--- src/rtl/fp_pkg.sv ---
`default_nettype none
// ============================================================================
// Module   : fp_pkg
// Purpose  : Shared widths, field positions and FSM encoding for the FP
//            operand alignment stage.
// Revision : 1.0
// ============================================================================
package fp_pkg;

    localparam int FRAC_W    = 27;
    localparam int EXP_W     = 8;
    localparam int MAX_SHIFT = 27;
    localparam int CNT_W     = $clog2(MAX_SHIFT + 1);

    // IEEE-754 single field positions
    localparam int SIGN_BIT = 31;
    localparam int EXP_MSB  = 30;
    localparam int EXP_LSB  = 23;
    localparam int MAN_MSB  = 22;

    // Aligned fraction layout: hidden, 23 fraction bits, guard, round, sticky
    localparam int HIDDEN_BIT = 26;
    localparam int GUARD_BIT  = 2;
    localparam int ROUND_BIT  = 1;
    localparam int STICKY_BIT = 0;

    localparam logic [EXP_W-1:0] EXP_SPECIAL = 8'hFF;

    typedef enum logic [1:0] {
        IDLE   = 2'd0,
        UNPACK = 2'd1,
        SHIFT  = 2'd2,
        DONE   = 2'd3
    } align_state_t;

endpackage : fp_pkg
`default_nettype wire

--- src/rtl/fp_unpack.sv ---
`default_nettype none
// ============================================================================
// Module   : fp_unpack
// Purpose  : Combinational split of one IEEE-754 single into sign, effective
//            exponent, 27-bit GRS-extended fraction and special flag.
// Revision : 1.0
// ============================================================================
module fp_unpack
    import fp_pkg::*;
(
    input  logic [31:0]       i_op,
    output logic              o_sign,
    output logic [EXP_W-1:0]  o_eff_exp,
    output logic [FRAC_W-1:0] o_frac,
    output logic              o_is_special
);

    logic [EXP_W-1:0] w_exp;
    logic             w_zero_exp;

    assign w_exp      = i_op[EXP_MSB:EXP_LSB];
    assign w_zero_exp = (w_exp == '0);

    // Zeros and denormals share effective exponent 1 with no hidden bit
    assign o_sign       = i_op[SIGN_BIT];
    assign o_eff_exp    = w_zero_exp ? EXP_W'(1) : w_exp;
    assign o_frac       = {~w_zero_exp, i_op[MAN_MSB:0], 3'b000};
    assign o_is_special = (w_exp == EXP_SPECIAL);

endmodule : fp_unpack
`default_nettype wire

--- src/rtl/fp_align_unit.sv ---
`default_nettype none
// ============================================================================
// Module   : fp_align_unit
// Purpose  : FP adder operand stage: unpack, swap by exponent and align the
//            smaller fraction with a one-bit-per-cycle sticky shifter.
// Revision : 1.0
// ============================================================================
module fp_align_unit
    import fp_pkg::*;
(
    input  logic              clk,
    input  logic              rst,
    input  logic              in_valid,
    output logic              in_ready,
    input  logic [31:0]       op_a,
    input  logic [31:0]       op_b,
    output logic              out_valid,
    input  logic              out_ready,
    output logic [FRAC_W-1:0] big_frac,
    output logic [FRAC_W-1:0] small_frac,
    output logic [EXP_W-1:0]  exp_out,
    output logic [EXP_W-1:0]  exp_diff,
    output logic              sign_big,
    output logic              sign_small,
    output logic              big_is_b,
    output logic              special
);

    align_state_t r_state;
    align_state_t w_state_nxt;

    logic [31:0]      r_op_a;
    logic [31:0]      r_op_b;
    logic [CNT_W-1:0] r_cnt;

    logic              w_sign_a, w_sign_b;
    logic [EXP_W-1:0]  w_exp_a, w_exp_b;
    logic [FRAC_W-1:0] w_frac_a, w_frac_b;
    logic              w_spec_a, w_spec_b;

    logic              w_b_big;
    logic              w_special;
    logic [EXP_W:0]    w_diff_full;
    logic [EXP_W-1:0]  w_diff_sat;
    logic [EXP_W-1:0]  w_abs_diff;
    logic [CNT_W-1:0]  w_shift_n;

    fp_unpack u_unpack_a (
        .i_op         (r_op_a),
        .o_sign       (w_sign_a),
        .o_eff_exp    (w_exp_a),
        .o_frac       (w_frac_a),
        .o_is_special (w_spec_a)
    );

    fp_unpack u_unpack_b (
        .i_op         (r_op_b),
        .o_sign       (w_sign_b),
        .o_eff_exp    (w_exp_b),
        .o_frac       (w_frac_b),
        .o_is_special (w_spec_b)
    );

    assign w_b_big     = (w_exp_b > w_exp_a);
    assign w_special   = w_spec_a | w_spec_b;
    assign w_diff_full = {1'b0, w_exp_a} - {1'b0, w_exp_b};

    // The 9-bit difference fits in 8 signed bits only when its top two bits agree
    assign w_diff_sat = (w_diff_full[EXP_W] != w_diff_full[EXP_W-1])
                      ? (w_diff_full[EXP_W] ? 8'h80 : 8'h7F)
                      : w_diff_full[EXP_W-1:0];

    assign w_abs_diff = w_b_big ? (w_exp_b - w_exp_a) : (w_exp_a - w_exp_b);
    assign w_shift_n  = (w_abs_diff > EXP_W'(MAX_SHIFT)) ? CNT_W'(MAX_SHIFT)
                                                         : w_abs_diff[CNT_W-1:0];

    always_ff @(posedge clk) begin
        if (rst) begin
            r_state <= IDLE;
        end else begin
            r_state <= w_state_nxt;
        end
    end

    always_comb begin
        w_state_nxt = r_state;
        in_ready    = 1'b0;
        out_valid   = 1'b0;
        case (r_state)
            IDLE: begin
                in_ready = ~rst;
                if (in_valid) begin
                    w_state_nxt = UNPACK;
                end
            end
            UNPACK: begin
                if (w_special || (w_shift_n == '0)) begin
                    w_state_nxt = DONE;
                end else begin
                    w_state_nxt = SHIFT;
                end
            end
            SHIFT: begin
                if (r_cnt == CNT_W'(1)) begin
                    w_state_nxt = DONE;
                end
            end
            DONE: begin
                out_valid = 1'b1;
                if (out_ready) begin
                    w_state_nxt = IDLE;
                end
            end
            default: w_state_nxt = IDLE;
        endcase
    end

    // Result registers are written only while computing, so they hold through DONE and IDLE
    always_ff @(posedge clk) begin
        if (rst) begin
            r_op_a     <= '0;
            r_op_b     <= '0;
            r_cnt      <= '0;
            big_frac   <= '0;
            small_frac <= '0;
            exp_out    <= '0;
            exp_diff   <= '0;
            sign_big   <= 1'b0;
            sign_small <= 1'b0;
            big_is_b   <= 1'b0;
            special    <= 1'b0;
        end else begin
            case (r_state)
                IDLE: begin
                    if (in_valid) begin
                        r_op_a <= op_a;
                        r_op_b <= op_b;
                    end
                end
                UNPACK: begin
                    big_frac   <= w_b_big ? w_frac_b : w_frac_a;
                    small_frac <= w_b_big ? w_frac_a : w_frac_b;
                    exp_out    <= w_b_big ? w_exp_b  : w_exp_a;
                    sign_big   <= w_b_big ? w_sign_b : w_sign_a;
                    sign_small <= w_b_big ? w_sign_a : w_sign_b;
                    big_is_b   <= w_b_big;
                    exp_diff   <= w_diff_sat;
                    special    <= w_special;
                    r_cnt      <= w_shift_n;
                end
                SHIFT: begin
                    small_frac <= {1'b0, small_frac[FRAC_W-1:2],
                                   small_frac[ROUND_BIT] | small_frac[STICKY_BIT]};
                    r_cnt      <= r_cnt - CNT_W'(1);
                end
                default: ;
            endcase
        end
    end

endmodule : fp_align_unit
`default_nettype wire

--- config.mk ---
export PLATFORM = sky130hd
export DESIGN_NAME = fp_align_unit
export DESIGN_NICKNAME = d
export VERILOG_FILES = /design/src/rtl/fp_pkg.sv /design/src/rtl/fp_unpack.sv /design/src/rtl/fp_align_unit.sv
export SDC_FILE = /design/constraint.sdc
export NUM_CORES = 1
export LEC_CHECK = 0
export CAP_MARGIN = 20
export CORE_UTILIZATION = 56
export CTS_CLUSTER_DIAMETER = 200
export DETAILED_ROUTE_END_ITERATION = 8
export PLACE_DENSITY = 0.86
export SLEW_MARGIN = 40
export SYNTH_ARGS = -nofsm -noshare
export SYNTH_HDL_FRONTEND = slang
export SYNTH_SLANG_ARGS = --single-unit
--- constraint.sdc ---
create_clock -name clk -period 6.6 [get_ports clk]
set_input_delay 0.99 -clock clk [delete_from_list [all_inputs] [get_ports clk]]
set_output_delay 0.99 -clock clk [all_outputs]
set_load 0.02 [all_outputs]
==> results by group <==
Critical path
  – Crit-path leading delay family: simple AND/OR/NAND/NOR gates
  – CP arrival: about 4500 ps
  – Cell mode on critical path: nor2_1
  – CP required: a little under 7000 ps
  – Critical path type: flop to flop
  – CP bufs+invs: 3
  – Slowest CP cell: o31ai_4
  – Critical path peak fanout: 32
  – CP endpoint kind: flop
  – CP Cell Sequence: or4_1 > nor2_1 > nor2_1 > inv_1 > ha_1 > inv_1 > fa_1 > nand3_1 > a21oi_1 > o31ai_4 > buf_4 > mux2i_1 > o21ai_0 > mux2i_1 > nor2_1
  – Max incr delay on CP: 680 ps
  – CP Launch Type: flop

Cells and area
  – Post-route cell area: around 9100 um2
  – Fillers: 910
  – Post-layout nets: 1075
  – Layout area overhead: 27.6%
  – Commonest non-fill, non-tap cell in the layout: nand2_1
  – Most frequent cells in the layout: nand2_1 (172), dfxtp_1 (142), clkdlybuf4s50_1 (139), a21oi_1 (96), nor2_1 (91)
  – Util after Layout: 74.6%
  – Diode count: 0
  – Share of post-route cells with drive strength above 1: ~5%

Die
  – Placement Rows: 40
  – Number of top-level pins: 144
  – Core ar.: roughly 12000 um2
  – Die width: ~110 um
  – Die ar.: between 10000 and 15000 um2
  – Initial Util: 58.4%
  – DIE HEIGHT: 115 um

Clocking
  – Post-cts sizing count: 0
  – CTS Buffer Depth: 2
  – TritonCTS buffer count: 17
  – Clock Tree Root: clkbuf_16
  – CTS tree: built
  – Setup repair bufs after CTS: 0
  – Sink Count: approximately 140
  – Skew-Pair Late Insertion Delay: around 430 ps
  – CTS HTree Levels: 4
  – Hold_buf cts: 0
  – Worst-path clk slew: about 60 ps

Global routing
  – Pin count of the biggest net entering global routing: between 90 and 100
  – GR peak layer: met2
  – Total GRT Usage: approximately 29%
  – Met2 GRT Util: 46.4%
  – GR Util met1: between 30% and 40%
  – Final global-route overflow total: 0
  – Vias in the first global route: ~6k
  – Initial antenna violation count: 0
  – Global-route wire length before repair: slightly below 30000 um
  – M3 GR Usage: between 5 and 6%

Timing
  – Final hold vios: 0
  – Final WS setup: approximately 2400 ps
  – Finish-stage setup viols: 0
  – Slew @ Worst Pin: about 750 ps
  – RSZ-0062 raised after global routing: false
  – Final setup skew: about 6.0 ps
  – Setup TNS Final: 0 ps
  – Worst slew margin: around half
  – Part of the cycle the worst path needs: between 60 and 70%
  – Max-slew violations: 0
  – Period minus WS final: approximately 4200 ps
  – FMAX: around 240 MHz

Detailed routing
  – Routed vias/inst: ~5.7
  – DRC Markers: 0
  – Final Routed Wirelength: between 15000 and 20000 um
  – Initial DRC Count: roughly 500
  – Vias: ~6.6k
  – Drt pass-1 iters: 5
  – WL/cell: 16.0 um
  – Final antenna-violating net count: 0

Yosys
  – Top post-synthesis cells by area: dfxtp_1 (40%), mux2i_1 (11%), nand2_1 (9.1%)
  – Distinct cells, synth: 61
  – Most used DFF post-synth: dfxtp_1
  – Cell Area, Synth: ~7100 um2
  – Synthesis Warnings: 0
  – Avg Cell Area, Syn: 7.99 um2
  – Cells after Synth: roughly 890
  – Number of synthesized flops with an enable pin: 0
  – Synth Register Bits: about 140
  – Area share of the largest cell type after synthesis: ~40%
  – Post-synth top area cell: dfxtp_1
  – Sequential share of the synthesized area: between 30% and 40%
  – Async set-or-reset flop fraction in the synthesized netlist: 0%

Run
  – Max-cap viol count: 0

Place
  – # port buffers: between 100 and 150
  – Placed Instance Area: 8520 um2
  – Dpl ws: between 2000 and 2500 ps
  – Post-DP HPWL: roughly 12000 um
  – GPL Wtd Cong: a little under 0.9

Power and ir drop
  – Cell Pwr Density: around 520 nW/um2
  – Lkg Pwr: 0.00347 uW
  – Peak VDD IR: about 0.00038 V
  – Power Total: approximately 4700 uW

Status
  – Outcome: completed

Worst hold path
  – Hold WC Path Type: flop to flop
report_power, final:
group / switching, uW / internal (uW)
combinational: 1480 / 1020
sequential: 174 / 1070
clock: 362 / 601
synthesized netlist by cell type, drive strengths merged (2+ instances only):
cell type  number
mux2i          79
nor4            5
nor2b           6
xnor2           3
nor3            5
o31ai           5
inv            30
o21ai          35
o22ai           2
nand2b          6
nor2           91
a211o           3
nand3b          3
and2            4
fa              2
a21oi          97
nand4           8
or4             6
a2111oi         4
nand3           7
ha             25
clkbuf         54
or3             2
nor3b           2
dfxtp         142
or2             3
o211ai          2
xor2            3
nand2         173
a211oi         43
buf            25
worst min-delay path: stages (launching register included):
cell and delay, ps:
dfxtp_1 310, nand2_1 50, a21oi_1 50
path summary, 6_finish.rpt:
check / from / endpoint / slack (ps) / depth (start not counted)
worst min-delay path: special / special / 460 / 2
worst max register to register: r_op_a[27] / small_frac[9] / 2370 / 15
worst min register to register: special / special / 460 / 2
worst max-delay path: r_op_a[27] / small_frac[9] / 2370 / 15
metrics by stage:
step,hold WS (ps),cells
floorplan,448,895
global placement,445,1129
detailed placement,452,1129
CTS,460,1160
global route,472,1160
finish,460,1160
state kept, by name (all words and copies together) (netlist names):
register	count
r_op_a	32
small_frac	27
big_is_b	1
exp_diff	8
r_state	2
special	1
sign_small	1
big_frac	24
exp_out	8
sign_big	1
r_cnt	5
r_op_b	32
cell families after synthesis:
| kind of cell | Yosys count | synth area share, % |
|---|---|---|
| simple gates | 324 | 19.4 |
| compound gates | 205 | 17.8 |
| flops | 142 | 39.8 |
| buf+inv | 109 | 6.21 |
| mux | 79 | 11.1 |
| fa+ha+maj | 27 | 4.94 |
| xor+xnor | 6 | 0.736 |
| other cells | 1 | 0.0525 |
layer usage:
metal / part of all wire [%] / wire, um / vias to the layer above
li1: - / - / 3219
met1: 45 / 8290 / 3073
met2: 47 / 8650 / 263
met3: 7.0 / 1300 / 30
met4: 1.6 / 300 / 0
met5: 0 / 0 / -
cell type report:
cell class / instances / area, um2 / share of cell area (%)
clock buffers: 21 / 450 / 4.95
flip-flops and latches: 142 / 2840 / 31.2
repair buffers: 145 / 1440 / 15.8
clock inverters: 10 / 139 / 1.52
multi-input cells: 644 / 3910 / 43.0
inverters: 30 / 113 / 1.24
well taps: 168 / 210 / 2.31
No activity file was read; power rests on OpenSTA's default activity.
